[config.mk]
export PLATFORM = sky130hd
export DESIGN_NAME = fp_mul_pipe
export DESIGN_NICKNAME = d
export VERILOG_FILES = /design/src/rtl/fp_pkg.sv /design/src/rtl/fp_norm_round.sv /design/src/rtl/fp_mul_pipe.sv
export SDC_FILE = /design/constraint.sdc
export NUM_CORES = 2
export LEC_CHECK = 0
export BUFFER_PORTS_ARGS = -buffer_cell sky130_fd_sc_hd__buf_2
export CAP_MARGIN = 20
export CORE_UTILIZATION = 65
export DETAILED_ROUTE_END_ITERATION = 7
export PLACE_DENSITY = 0.82
export SETUP_SLACK_MARGIN = 0.4
export SLEW_MARGIN = 20
export SYNTH_ARGS = -nofsm -noshare
export SYNTH_HDL_FRONTEND = slang
export SYNTH_SLANG_ARGS = --single-unit
[constraint.sdc]
create_clock -name aclk -period 7 [get_ports aclk]
set_input_delay 1.05 -clock aclk [delete_from_list [all_inputs] [get_ports aclk]]
set_output_delay 1.05 -clock aclk [all_outputs]
set_load 0.02 [all_outputs]
[src/rtl/fp_pkg.sv]
// Shared definitions for the pipelined floating-point multiplier:
// operand classes, flag bit positions and constant builders.
package fp_pkg;

    localparam int TUSER_UNF = 0;
    localparam int TUSER_OVF = 1;
    localparam int TUSER_INV = 2;

    typedef enum logic [1:0] {
        ZERO = 2'd0,
        NORM = 2'd1,
        INF  = 2'd2,
        NAN  = 2'd3
    } fp_class_t;

    function automatic int fp_bias(input int exp_w);
        return (1 << (exp_w - 1)) - 1;
    endfunction

    // Positive quiet NaN: exponent all ones, only the top fraction bit set.
    function automatic logic [63:0] fp_qnan(input int exp_w, input int man_w);
        logic [63:0] q;
        q = '0;
        for (int i = 0; i < exp_w; i++) q[man_w + i] = 1'b1;
        q[man_w - 1] = 1'b1;
        return q;
    endfunction

    // Subnormals classify as ZERO: inputs are flushed (DAZ).
    function automatic fp_class_t fp_class(input logic exp_ones, input logic exp_zero,
                                           input logic man_zero);
        if (exp_ones) return man_zero ? INF : NAN;
        if (exp_zero) return ZERO;
        return NORM;
    endfunction

endpackage

[src/rtl/fp_norm_round.sv]
// Normalises the raw significand product and rounds it to nearest-even,
// adjusting the exponent for the normalising shift and any rounding carry.
module fp_norm_round
    import fp_pkg::*;
#(
    parameter int EXP_W = 8,
    parameter int MAN_W = 23
) (
    input  logic [2*MAN_W+1:0] prod,
    input  logic [EXP_W+1:0]   exp_in,
    output logic [MAN_W-1:0]   man,
    output logic [EXP_W+1:0]   exp_out
);

    logic             msb;
    logic [MAN_W-1:0] frac;
    logic             guard;
    logic             sticky;
    logic             round_up;
    logic [MAN_W:0]   man_r;

    always_comb begin
        msb      = prod[2*MAN_W+1];
        frac     = msb ? prod[2*MAN_W:MAN_W+1] : prod[2*MAN_W-1:MAN_W];
        guard    = msb ? prod[MAN_W] : prod[MAN_W-1];
        sticky   = msb ? (|prod[MAN_W-1:0]) : (|prod[MAN_W-2:0]);
        round_up = guard & (sticky | frac[0]);
        man_r    = {1'b0, frac} + {{MAN_W{1'b0}}, round_up};
        // A carry out leaves the low bits all zero, which is already the 1.0 mantissa.
        man      = man_r[MAN_W-1:0];
        exp_out  = exp_in + {{(EXP_W+1){1'b0}}, msb} + {{(EXP_W+1){1'b0}}, man_r[MAN_W]};
    end

endmodule

[src/rtl/fp_mul_pipe.sv]
// Three-stage pipelined floating-point multiplier with AXI-Stream style
// valid/ready handshake, FTZ/DAZ and round-to-nearest-even.
module fp_mul_pipe
    import fp_pkg::*;
#(
    parameter  int EXP_W = 8,
    parameter  int MAN_W = 23,
    localparam int W     = 1 + EXP_W + MAN_W
) (
    input  logic         aclk,
    input  logic         aresetn,
    input  logic         aclken,
    input  logic         s_axis_tvalid,
    output logic         s_axis_tready,
    input  logic [W-1:0] s_axis_a_tdata,
    input  logic [W-1:0] s_axis_b_tdata,
    output logic         m_axis_result_tvalid,
    input  logic         m_axis_result_tready,
    output logic [W-1:0] m_axis_result_tdata,
    output logic [2:0]   m_axis_result_tuser
);

    localparam int               BIAS      = fp_bias(EXP_W);
    localparam logic [EXP_W+1:0] BIAS_X    = (EXP_W+2)'(BIAS);
    localparam logic [63:0]      QNAN_FULL = fp_qnan(EXP_W, MAN_W);
    localparam logic [W-1:0]     QNAN      = QNAN_FULL[W-1:0];

    logic advance;

    logic             sa, sb;
    logic [EXP_W-1:0] ea, eb;
    logic [MAN_W-1:0] ma, mb;
    fp_class_t        ca, cb;
    logic [2*MAN_W+1:0] prod_c;
    logic [EXP_W+1:0]   esum_c;

    logic               v1, s1;
    fp_class_t          ca1, cb1;
    logic [EXP_W+1:0]   e1;
    logic [2*MAN_W+1:0] p1;

    logic [MAN_W-1:0] man_n;
    logic [EXP_W+1:0] exp_n;

    logic             v2, s2;
    fp_class_t        ca2, cb2;
    logic [EXP_W+1:0] e2;
    logic [MAN_W-1:0] m2;

    logic         v3;
    logic         ovf, unf;
    logic [W-1:0] res_c;
    logic [2:0]   flags_c;

    assign advance              = aclken & (~v3 | m_axis_result_tready);
    assign s_axis_tready        = advance & aresetn;
    assign m_axis_result_tvalid = v3;

    // S1: unpack, classify, exponent sum, significand product
    assign {sa, ea, ma} = s_axis_a_tdata;
    assign {sb, eb, mb} = s_axis_b_tdata;
    assign ca     = fp_class(&ea, ~|ea, ~|ma);
    assign cb     = fp_class(&eb, ~|eb, ~|mb);
    assign prod_c = {{(MAN_W+1){1'b0}}, 1'b1, ma} * {{(MAN_W+1){1'b0}}, 1'b1, mb};
    assign esum_c = {2'b00, ea} + {2'b00, eb} - BIAS_X;

    fp_norm_round #(
        .EXP_W(EXP_W),
        .MAN_W(MAN_W)
    ) u_norm_round (
        .prod   (p1),
        .exp_in (e1),
        .man    (man_n),
        .exp_out(exp_n)
    );

    // S3: the exponent is signed, so overflow/underflow decode reads its sign bit.
    assign ovf = ~e2[EXP_W+1] & (e2[EXP_W] | (&e2[EXP_W-1:0]));
    assign unf = e2[EXP_W+1] | ~|e2;

    always_comb begin
        res_c   = {s2, e2[EXP_W-1:0], m2};
        flags_c = '0;
        if (ca2 == NAN || cb2 == NAN) begin
            res_c = QNAN;
        end else if ((ca2 == ZERO && cb2 == INF) || (ca2 == INF && cb2 == ZERO)) begin
            res_c              = QNAN;
            flags_c[TUSER_INV] = 1'b1;
        end else if (ca2 == INF || cb2 == INF) begin
            res_c = {s2, {EXP_W{1'b1}}, {MAN_W{1'b0}}};
        end else if (ca2 == ZERO || cb2 == ZERO) begin
            res_c = {s2, {(W-1){1'b0}}};
        end else if (ovf) begin
            res_c              = {s2, {EXP_W{1'b1}}, {MAN_W{1'b0}}};
            flags_c[TUSER_OVF] = 1'b1;
        end else if (unf) begin
            res_c              = {s2, {(W-1){1'b0}}};
            flags_c[TUSER_UNF] = 1'b1;
        end
    end

    always_ff @(posedge aclk or negedge aresetn) begin
        if (!aresetn) begin
            v1                  <= 1'b0;
            s1                  <= 1'b0;
            ca1                 <= ZERO;
            cb1                 <= ZERO;
            e1                  <= '0;
            p1                  <= '0;
            v2                  <= 1'b0;
            s2                  <= 1'b0;
            ca2                 <= ZERO;
            cb2                 <= ZERO;
            e2                  <= '0;
            m2                  <= '0;
            v3                  <= 1'b0;
            m_axis_result_tdata <= '0;
            m_axis_result_tuser <= '0;
        end else if (advance) begin
            v1 <= s_axis_tvalid;
            if (s_axis_tvalid) begin
                s1  <= sa ^ sb;
                ca1 <= ca;
                cb1 <= cb;
                e1  <= esum_c;
                p1  <= prod_c;
            end
            v2 <= v1;
            if (v1) begin
                s2  <= s1;
                ca2 <= ca1;
                cb2 <= cb1;
                e2  <= exp_n;
                m2  <= man_n;
            end
            v3 <= v2;
            if (v2) begin
                m_axis_result_tdata <= res_c;
                m_axis_result_tuser <= flags_c;
            end
        end
    end

endmodule

==> results.py <==
metrics = {
    "job": {
        "cap_violations": 0,
    },
    "global_routing": {
        "grt_pass1_wl_um": 116100,
        "grt_max_degree": 82,
        "grtUsageMet1_pct": 45.42,
        "overflow": 0,
        "use_met2_pct": 60.43,
        "grt_use_met3_pct": 8.555,
        "grt_pass1_vias": 22980,
        "busiest_layer": "met2",
        "antenna_found_initial": 6,
        "grt_use_total_pct": 36.41,
    },
    "logic_synthesis": {
        "synth_most_common_cell": "inv_1",
        "synth_common_cells": "inv_1, fa_1, nand2_1",
        "ys_types": 71,
        "synth_cells": 2887,
        "ys_top_cells_by_area": "fa_1, dfrtp_1, ha_1",
        "synth_seq_cells": 139,
        "syn_avg_cell_area_um2": 8.912,
        "ys_async_sr_fraction_pct": 100.0,
        "synth_largest_type_area_fraction_pct": 37.66,
        "synth_top_cell_by_area": "fa_1",
        "yosysWarnings": 0,
        "syn_area_mm2": 0.02573,
        "synth_edf_count": 0,
        "ys_seq_area_share_pct": 13.52,
        "synth_nets": 3630,
        "synthFlopType": "dfrtp_1",
    },
    "clock_tree": {
        "cts_tree": "yes",
        "root_buffer": "clkbuf_16",
        "cts-buffers-inserted": 17,
        "ctsHtreeMaxLevel": 4,
        "cts_buffer_depth": 2,
        "clock_latency_ps": 420,
        "clk_transition_reported_paths_ps": 60,
        "cts_num_sinks": 139,
    },
    "setup_path": {
        "r2r-start": "m_axis_result_tvalid$_DFFE_PN0P_",
        "cp_data_required_time_ps": 7240,
        "crit_type": "in -> reg",
        "setup.worst_path.start_class": "primary input",
        "cp-end-kind": "flip-flop",
        "startpoint": "s_axis_b_tdata[8]",
        "slowest_stage": "fa_1",
        "worst_path_largest_cell_delay_ps": 550,
        "worstPathArrival_ps": 7220,
        "path_max_fanout": 5,
        "worst_path_most_repeated_cell": "fa_1",
    },
    "hold_path": {
        "hp-start": "p1[0]$_DFFE_PN0P_",
        "hp-class": "reg -> reg",
    },
    "sta": {
        "drv_slew": 0,
        "fin_worst_skew_ps": 9.729,
        "worstMarginPinSlew_ps": 1120,
        "setup_violations": 0,
        "post-route-period-util_pct": 99.66,
        "max_clock_freq_mhz": 143.3,
        "period_needed_ps": 6976,
        "slew_headroom_pct": 25.32,
        "rsz0062_at_grt": "true",
        "hold_viol": 0,
    },
    "place": {
        "place.gp.congestion": 0.9803,
        "port_buffers": 105,
        "hpwlAfterDp_um": 58910,
    },
    "cells_and_area": {
        "layout.nets": 3884,
        "areaGrowthSynthToFinish_pct": 18.28,
        "fill_cells": 2207,
        "seqCellArea_mm2": 0.003478,
        "multi_input_area_mm2": 0.02022,
        "final_layout_size_suffix_gt1_share_pct": 19.38,
        "utilization_pct": 78.37,
    },
    "drt": {
        "routed_wl_um": 76690,
        "ant_nets": 0,
        "vias": 21850,
        "drtIter0Drc": 2019,
        "drcViolationCount": 0,
        "first_pass_iters": 6,
        "routed_via_density": 5.948,
        "post_drt_wl_per_cell_um": 20.88,
    },
    "floorplanning": {
        "num_io_pins": 106,
        "dieArea_mm2": 0.04038,
        "start_util_pct": 66.26,
        "rows": 72,
        "core_area_mm2": 0.03883,
        "die_y_um": 201.0,
        "die_x_um": 201.0,
    },
    "outcome": {
        "status": "completed",
    },
}
[routing by layer]
layer	wire, µm	part of all wire [%]
met1	27240	36
met2	36650	48
met5	46	0.060
met3	8251	11
met4	4504	5.9
[layout by cell type, fill, tap and decap left out, types with 28 or more instances in the layout]
| cell | Yosys | layout |
|---|---|---|
| inv_1 | 604 | 574 |
| o21ai_0 | 111 | 90 |
| and2_1 | 252 | 226 |
| buf_6 | 1 | 34 |
| nor2_1 | 76 | 70 |
| fa_1 | 484 | 458 |
| buf_4 | 3 | 240 |
| xnor2_1 | 49 | 47 |
| ha_1 | 190 | 169 |
| buf_2 | 4 | 66 |
| a21oi_1 | 60 | 47 |
| xor2_1 | 34 | 34 |
| a21o_1 | 28 | 28 |
| nand2_1 | 442 | 432 |
| dfrtp_1 | 139 | 139 |
[state kept, by name, indices dropped and copies added, names as in the netlist]
name,count
p1,48
m2,23
ca2,2
cb2,2
e2,10
ca1,2
cb1,2
s2,1
m_axis_result_tdata,32
v2,1
s1,1
e1,10
m_axis_result_tuser,3
m_axis_result_tvalid,1
v1,1
[worst paths after layout]
| kind | endpoint | slack [ps] | cells after the start |
|---|---|---|---|
| setup / recovery | p1[44]$_DFFE_PN0P_ | 20 | 25 |
| hold / removal | p1[0]$_DFFE_PN0P_ | 470 | 2 |
| setup reg to reg | m_axis_result_tdata[15]$_DFFE_PN0P_ | 3380 | 6 |
| hold reg to reg | p1[0]$_DFFE_PN0P_ | 470 | 2 |
| max in group asynchronous | e1[2]$_DFFE_PN0P_ | 5060 | 2 |
| min in group asynchronous | m_axis_result_tdata[16]$_DFFE_PN0P_ | 620 | 1 |
[logic make-up (layout without fill, tap and decap cells)]
kind of cell	after synthesis	in the layout	share of synthesized area, %
buffers and inverters	749	1015	11.02
other	0	2	0
AOI/OAI and AO/OA	319	319	7.864
xor gates and xnor gates	83	83	2.825
adders and majority gates	674	674	46.90
DFF	139	139	13.52
and+or+nand+nor	899	899	16.82
muxes	24	24	1.055
[critical path, delay by kind of cell]
family / cells / cell delay [ps]
compound gates: 6 / 1180
fa+ha+maj: 8 / 3460
buf+inv: 8 / 950
mux: 1 / 260
simple gates: 2 / 290
[metrics by stage]
stage	setup TNS (ps)	std cells	hold slack [ps]	worst slack (ps)	cell area, µm²
after floorplan	0	2887	439.6	126.9	26050
after global placement	-4895	3608	455.8	-361.4	28490
after detailed placement	-8230	3608	457.1	-501.3	28500
after CTS	0	3647	472.2	294.1	29560
after global routing	-197.8	3672	507.8	-81.66	30430
final	0	3673	473.7	23.73	30430
[timing repair]
action | in CTS | in global routing
hold buffers | 0 | 0
setup endpoints to repair | 29 | 30
gates resized for setup | 118 | 182
cloned | 0 | 5
setup buffers | 8 | 19
pin swaps | 44 | 82
[cell type report]
cell class                 count  area share [%]
antenna                        2         0.01645
sequential                   139           11.43
timing repair buffer         377           10.44
multi-input combinational   1999           66.45
clock buffer                  19           1.456
inverter                     607           7.545
tap                          518           2.130
clock inverter                12          0.5386
Power is left out: the tool's default activity adds up to more than one toggle a clock period on the data nets, which glitch-free logic cannot reach.
